==> src/rtl/decode_stage_pkg.sv <==
// Shared definitions for the decode stage: instruction field layout, widths,
// opcode encodings and the branch-wait state type.
package decode_stage_pkg;

    localparam int DEF_PC_WIDTH   = 16;
    localparam int DEF_IR_WIDTH   = 32;
    localparam int DEF_DATA_WIDTH = 16;
    localparam int REG_IDX_W      = 4;
    localparam int OPCODE_W       = 8;
    localparam int IMM_W          = 16;

    localparam int OPCODE_HI = 31;
    localparam int OPCODE_LO = 24;
    localparam int DEST_HI   = 23;
    localparam int DEST_LO   = 20;
    localparam int SRC1_HI   = 19;
    localparam int SRC1_LO   = 16;
    localparam int SRC2_HI   = 11;
    localparam int SRC2_LO   = 8;
    localparam int IMM_HI    = 15;
    localparam int IMM_LO    = 0;

    typedef enum logic [OPCODE_W-1:0] {
        OP_ADD  = 8'h00,
        OP_ADDI = 8'h01,
        OP_LDW  = 8'h40,
        OP_STW  = 8'h41,
        OP_BRZ  = 8'h80,
        OP_JMP  = 8'h90,
        OP_NOP  = 8'hFF
    } opcode_e;

    typedef enum logic {
        BR_IDLE,
        BR_WAIT
    } br_state_e;

endpackage

==> src/rtl/decode_classify.sv <==
// Opcode classifier: which register fields an instruction reads/writes and
// whether it redirects control flow.
module decode_classify
    import decode_stage_pkg::*;
(
    input  logic [7:0] opcode,
    output logic       usesSrc1,
    output logic       usesSrc2,
    output logic       writesDest,
    output logic       isBranch
);

    always_comb begin
        usesSrc1   = 1'b0;
        usesSrc2   = 1'b0;
        writesDest = 1'b0;
        isBranch   = 1'b0;
        case (opcode)
            OP_ADD: begin
                usesSrc1   = 1'b1;
                usesSrc2   = 1'b1;
                writesDest = 1'b1;
            end
            OP_ADDI, OP_LDW: begin
                usesSrc1   = 1'b1;
                writesDest = 1'b1;
            end
            OP_STW: begin
                usesSrc1 = 1'b1;
                usesSrc2 = 1'b1;
            end
            OP_BRZ: begin
                usesSrc1 = 1'b1;
                isBranch = 1'b1;
            end
            OP_JMP: begin
                isBranch = 1'b1;
            end
            // OP_NOP and unknown encodings behave as bubbles for hazard purposes.
            default: ;
        endcase
    end

endmodule

==> src/rtl/decode_stage.sv <==
// Decode stage: register file read with writeback bypass, in-flight
// destination scoreboard, branch/dependency stalls and the DE/EX latch.
module decode_stage
    import decode_stage_pkg::*;
#(
    parameter int unsigned NUM_REGS   = 16,
    parameter int          DATA_WIDTH = DEF_DATA_WIDTH,
    parameter int          PC_WIDTH   = DEF_PC_WIDTH,
    parameter int          IR_WIDTH   = DEF_IR_WIDTH
) (
    input  logic                  I_CLOCK,
    input  logic                  I_RESET,
    input  logic                  I_LOCK,
    input  logic [PC_WIDTH-1:0]   I_PC,
    input  logic [IR_WIDTH-1:0]   I_IR,
    input  logic                  I_FetchStall,
    input  logic                  I_BranchAddrSelect,
    input  logic                  I_WBEnable,
    input  logic [3:0]            I_WBDestReg,
    input  logic [DATA_WIDTH-1:0] I_WBData,
    output logic                  O_LOCK,
    output logic [PC_WIDTH-1:0]   O_PC,
    output logic [7:0]            O_Opcode,
    output logic [3:0]            O_DestReg,
    output logic [DATA_WIDTH-1:0] O_Src1Value,
    output logic [DATA_WIDTH-1:0] O_Src2Value,
    output logic [15:0]           O_Imm,
    output logic                  O_DecodeStall,
    output logic                  O_BranchStallSignal,
    output logic                  O_DepStallSignal
);

    logic [DATA_WIDTH-1:0] regFile [NUM_REGS];
    logic [NUM_REGS-1:0]   busy;
    logic [NUM_REGS-1:0]   busyNext;
    logic [NUM_REGS-1:0]   wbClearMask;
    logic [NUM_REGS-1:0]   busyEff;
    br_state_e             brState;

    logic [OPCODE_W-1:0]   opcode;
    logic [REG_IDX_W-1:0]  destIdx;
    logic [REG_IDX_W-1:0]  src1Idx;
    logic [REG_IDX_W-1:0]  src2Idx;
    logic [IMM_W-1:0]      imm;
    logic [DATA_WIDTH-1:0] src1Val;
    logic [DATA_WIDTH-1:0] src2Val;

    logic usesSrc1;
    logic usesSrc2;
    logic writesDest;
    logic isBranch;
    logic validInst;
    logic hazard;
    logic issue;

    assign opcode  = I_IR[OPCODE_HI:OPCODE_LO];
    assign destIdx = I_IR[DEST_HI:DEST_LO];
    assign src1Idx = I_IR[SRC1_HI:SRC1_LO];
    assign src2Idx = I_IR[SRC2_HI:SRC2_LO];
    assign imm     = I_IR[IMM_HI:IMM_LO];

    decode_classify classify (
        .opcode     (opcode),
        .usesSrc1   (usesSrc1),
        .usesSrc2   (usesSrc2),
        .writesDest (writesDest),
        .isBranch   (isBranch)
    );

    // A register being written back this cycle is both forwarded and treated
    // as no longer in flight, so its consumer can issue in the same cycle.
    always_comb begin
        wbClearMask = '0;
        if (I_WBEnable) begin
            wbClearMask[I_WBDestReg] = 1'b1;
        end
        busyEff = busy & ~wbClearMask;
    end

    always_comb begin
        src1Val = regFile[src1Idx];
        src2Val = regFile[src2Idx];
        if (I_WBEnable && (I_WBDestReg == src1Idx)) begin
            src1Val = I_WBData;
        end
        if (I_WBEnable && (I_WBDestReg == src2Idx)) begin
            src2Val = I_WBData;
        end
    end

    always_comb begin
        validInst = I_LOCK && !I_FetchStall && (brState == BR_IDLE);
        hazard    = (usesSrc1 && busyEff[src1Idx])
                 || (usesSrc2 && busyEff[src2Idx])
                 || (writesDest && busyEff[destIdx]);
        issue            = validInst && !hazard;
        O_DepStallSignal = validInst && hazard;
    end

    // Writeback clear is applied first so a same-cycle issue to that register wins.
    always_comb begin
        busyNext = busyEff;
        if (issue && writesDest) begin
            busyNext[destIdx] = 1'b1;
        end
    end

    always_ff @(negedge I_CLOCK or posedge I_RESET) begin
        if (I_RESET) begin
            for (int unsigned i = 0; i < NUM_REGS; i++) begin
                regFile[i] <= '0;
            end
            busy                <= '0;
            brState             <= BR_IDLE;
            O_BranchStallSignal <= 1'b0;
            O_LOCK              <= 1'b0;
            O_PC                <= '0;
            O_Opcode            <= OP_NOP;
            O_DestReg           <= '0;
            O_Src1Value         <= '0;
            O_Src2Value         <= '0;
            O_Imm               <= '0;
            O_DecodeStall       <= 1'b1;
        end else begin
            O_LOCK <= I_LOCK;
            if (!I_LOCK) begin
                for (int unsigned i = 0; i < NUM_REGS; i++) begin
                    regFile[i] <= '0;
                end
                busy                <= '0;
                brState             <= BR_IDLE;
                O_BranchStallSignal <= 1'b0;
                O_PC                <= '0;
                O_Opcode            <= OP_NOP;
                O_DestReg           <= '0;
                O_Src1Value         <= '0;
                O_Src2Value         <= '0;
                O_Imm               <= '0;
                O_DecodeStall       <= 1'b1;
            end else begin
                if (I_WBEnable) begin
                    regFile[I_WBDestReg] <= I_WBData;
                end
                busy <= busyNext;

                if (issue) begin
                    O_PC          <= I_PC;
                    O_Opcode      <= opcode;
                    O_DestReg     <= destIdx;
                    O_Src1Value   <= src1Val;
                    O_Src2Value   <= src2Val;
                    O_Imm         <= imm;
                    O_DecodeStall <= 1'b0;
                end else begin
                    O_Opcode      <= OP_NOP;
                    O_DecodeStall <= 1'b1;
                end

                case (brState)
                    BR_IDLE: begin
                        if (issue && isBranch) begin
                            brState             <= BR_WAIT;
                            O_BranchStallSignal <= 1'b1;
                        end
                    end
                    BR_WAIT: begin
                        if (I_BranchAddrSelect) begin
                            brState             <= BR_IDLE;
                            O_BranchStallSignal <= 1'b0;
                        end
                    end
                    default: begin
                        brState             <= BR_IDLE;
                        O_BranchStallSignal <= 1'b0;
                    end
                endcase
            end
        end
    end

endmodule

==> config.mk <==
export PLATFORM = sky130hd
export DESIGN_NAME = decode_stage
export DESIGN_NICKNAME = d
export VERILOG_FILES = /design/src/rtl/decode_stage_pkg.sv /design/src/rtl/decode_classify.sv /design/src/rtl/decode_stage.sv
export SDC_FILE = /design/constraint.sdc
export NUM_CORES = 1
export LEC_CHECK = 0
export ABC_AREA = 1
export CAP_MARGIN = 10
export CELL_PAD_IN_SITES_DETAIL_PLACEMENT = 1
export CELL_PAD_IN_SITES_GLOBAL_PLACEMENT = 1
export CORE_MARGIN = 2
export CORE_UTILIZATION = 44
export DETAILED_ROUTE_END_ITERATION = 6
export PLACE_DENSITY = 0.83
export REMOVE_ABC_BUFFERS = 1
export SLEW_MARGIN = 0
export SYNTH_ARGS = -nofsm -noshare
export SYNTH_HDL_FRONTEND = slang
export SYNTH_SLANG_ARGS = --single-unit
==> constraint.sdc <==
create_clock -name I_CLOCK -period 14.8 [get_ports I_CLOCK]
set_input_delay 3.7 -clock I_CLOCK [delete_from_list [all_inputs] [get_ports I_CLOCK]]
set_output_delay 3.7 -clock I_CLOCK [all_outputs]
set_load 0.03 [all_outputs]
Word level (Yosys, flattened, before mapping)
Index checks and enable logic that the tools add are counted.
Storage, ports and cells
  register bits: 352
  input bits: 74
  output and inout bits: 80
Cells by class
  eq/ne operators: 11
  bitwise operators: 7
  multiplexer cells: 52
  reduce and logical (&&, ||, !) cells: 24
  magnitude comparators: 10
Operators by type and width (number)
  $mux 256: 2
  $mux 16: 18
  $bwmux 256: 1
  $bmux 16 s4: 2
  $demux 16 s4: 1
  $lt 4x5->1 const B: 4
  $mux 1: 17
  $and 16x16->16: 1
  $eq 8x7->1 const B: 2
  $eq 8x8->1 const B: 2
  $mux 8: 2
  $not 16->16: 1
  $or 16x16->16: 1
  $ge 5x5->1 const B: 3
  $not 4->5: 3
  $logic_and 1x1->1: 14
  $bmux 1 s4: 3
  $demux 1 s4: 2
  $eq 4x4->1: 2
  $eq 8x1->1 const B: 1
  $ge 4x1->1 const B: 2
  $logic_not 8->1: 1
  $mux 4: 2
  $lt 5x1->1 const B: 1
  11 further kinds: 16

Longest topological paths before layout
  depth after elaboration: 18
  mapped depth: 18
  gate-level depth less buffers: 16

By module
Synthesis repeated with hierarchy kept, for this count alone.
Unflattened totals
  cells, all modules: 2355
  area total of the unflattened synthesis: 18437.7 um^2
By module, submodules not included
  decode_stage: sequential area each 8819.7 um^2, area each 18326.3 um^2, instances 1, cells each 2331
  decode_classify: sequential area each 0.0 um^2, area each 111.4 um^2, instances 1, cells each 24

==> results.cfg <==
[outcome]
status = finished, final reports clean

[floorplanning]
die_area_mm2 = 0.04340
die_w_um = 208.3
pin_count = 154
core_mm2 = 0.04102
die_h_um = 208.3
start_util_pct = 44.78
rows = 74

[place]
placed_area_mm2 = 0.02025
port_buffers = 153
dp_cells = 2870
dpl.hpwl_um = 43510
pre_cts_slack_ns = 0.6230
gp_congestion = 0.8797

[synth]
synthTopCellsByArea = dfrtn_1 (47%), o21ai_0 (11%), nand3_1 (9.8%), nand2_1 (5.5%), a21oi_1 (4.9%)
synthTopCellsByCount = o21ai_0 (422), nand3_1 (358), dfrtn_1 (343)
yosysSeqAreaShare_pct = 48.01
synthArstFlopShare_pct = 100.0
netlist_area_mm2 = 0.01837
synth_edf_count = 0
ys.flop_type = dfrtn_1
yosys.area.top_type_share_pct = 46.73
synth_compound_area_share_pct = 25.43
synth_xor_xnor_area_share_pct = 0
synth_top_family_by_area = compound AO/OA/AOI/OAI gates
yosysMostFrequentCell = o21ai_0
syn_area_per_cell_um2 = 7.837
synth_area_leader_cell = dfrtn_1
synth-adder-area-share_pct = 0
synthSimpleGateAreaFrac_pct = 18.96
ys_ff_latch = 352
synthMuxAreaShare_pct = 0
yosys_warnings = 0
syn_inst = 2344
netlist-cell-type-count = 28

[finish]
fin_area_mm2 = 0.02163
final_layout_size_suffix_gt1_share_pct = 6.860
fillers = 4999
multiInputGateArea_mm2 = 0.008194
nNetsFinal = 2463
regArea_mm2 = 0.008820
areaGrowthSynthToFinish_pct = 17.74
instances_no_fill = 2955

[run]
maxCapViolCount = 0

[global_routing]
grt_pass1_vias = 19730
grt_max_degree = 192
antenna_found_initial = 3
grt_first_pass_wirelength_um = 112400
grt_usage_pct = 32.78
grt_overflow = 0

[clock_network]
cts_resized = 0
clock_sink_count = 352
ctsHoldBuffers = 0
root_buffer = clkbuf_16
cts_max_path_buffers = 3
cts_tree = done
cts_setup_buffers = 0
clk_pin_slew_ns = 0.05
clk_latency_ns = 0.62
cts_buffers = 41
htree_levels = 2

[power_and_ir_drop]
power.density_mw_per_mm2 = 111.1
fin_total_pwr_mw = 2.402
ir_worst_vdd_uv = 78.24
p_leak_nw = 9.225

[detailed_routing]
via_per_inst = 6.411
drc = 0
routed_wl_um = 71780
drt_iter0_drc = 1719
vias = 18940
ant_nets = 0
met1_length_um = 28970
top_layer = met4
route.met3.wl_um = 4879
dr_wl_met2_um = 34970
wl_per_cell_um = 24.29
first_pass_iters = 5

[critical_path]
cp_max_fo = 3
required_ns = 11.10
critical_path_class = register to output port
timing.critical_path.from_type = register
cp-end-kind = output port
arrival_ns = 10.13

[timing]
drv_slew = 0
hold_viol_final = 0
clock_skew_ns = 0.06698
setup_ws_ns = 0.9699
finalSetupViolCount = 0
rsz0062_at_grt = false
slew_headroom_pct = 24.52
worst_pin_slew_ns = 1.132
hold_ws_ns = 0.4470

[hold_path]
hold_class = register to register
kinds of logic after synthesis:
| logic type | Yosys count |
|---|---|
| AOI/OAI and AO/OA | 846 |
| and+or+nand+nor | 783 |
| buffers and inverters | 363 |
| DFF | 352 |
power by group:
part           leakage [nW]  switching, mW  internal [mW]
combinational          3.69          0.244          0.106
sequential             4.83         0.0146          0.995
clock                 0.709          0.440          0.602
total                  9.22          0.699           1.70
path summary, 6_finish.rpt:
path / startpoint / to / slack, ns / cells past startpoint
setup / recovery: busy[14] / O_DepStallSignal / 0.97 / 11
hold / removal: O_Src2Value[5] / O_Src2Value[5] / 0.45 / 2
setup reg to reg: busy[14] / O_Src2Value[9] / 12.53 / 14
hold reg to reg: O_Src2Value[5] / O_Src2Value[5] / 0.45 / 2
max in group asynchronous: I_RESET / regFile[19] / 2.88 / 3
min in group asynchronous: I_RESET / regFile[203] / 10.91 / 2
routing by layer:
layer / global-route usage, % / up-vias
met5: 0 / -
met4: 15.50 / 0
met3: 4.242 / 202
met2: 54.75 / 807
met1: 42.35 / 9592
li1: - / 8343
cell type report:
type                    count  share of cell area [%]
multi-input cells        1629                   37.89
inverters                 143                   2.522
clock inverters            29                   1.047
diodes                      3                 0.03471
well taps                 532                   3.078
repair buffers            213                   9.355
clock buffers              54                   5.294
flip-flops and latches    352                   40.78
stage by stage:
step	TNS, ns	util [%]
3_3_place_gp	0	49.37
6_report	0	52.73
3_5_place_dp	0	49.37
2_1_floorplan	-2003.38	-
4_1_cts	0	52.71
5_1_grt	0	52.73
cell usage in the layout (no fill, tap or decap), types with 8 or more instances in the layout:
master | Yosys | routed
o21ai_0 | 422 | 422
nand3_1 | 358 | 358
dfrtn_1 | 343 | 343
nand2_1 | 270 | 270
a21oi_1 | 180 | 180
clkdlybuf4s50_1 | 0 | 146
inv_1 | 134 | 140
nor2_1 | 120 | 120
o22ai_1 | 110 | 110
o211ai_1 | 98 | 98
buf_4 | 6 | 58
clkbuf_16 | 0 | 41
a31oi_1 | 32 | 32
nand4_1 | 17 | 17
clkinv_2 | 1 | 11
dfstp_2 | 9 | 9
clkbuf_8 | 0 | 8
state kept, by name, summed over array words and instances (netlist names), 4 cells and up:
name         flops
O_Src2Value     16
O_PC            16
O_Imm           16
regFile        256
O_Src1Value     16
O_Opcode         8
busy            16
O_DestReg        4
critical path: stages, from the launching register on:
cell             delay (ns)
dfrtn_1                0.43
nand2_1                0.11
nand2_1                0.08
nand3_1                0.08
nand2_1                0.10
nand2_1                0.06
nand3_1                0.09
nand2_1                0.05
nor2_1                 0.19
o21ai_0                0.17
inv_1                  0.13
clkdlybuf4s50_1        0.68
Power figures use the tool's default switching activity.
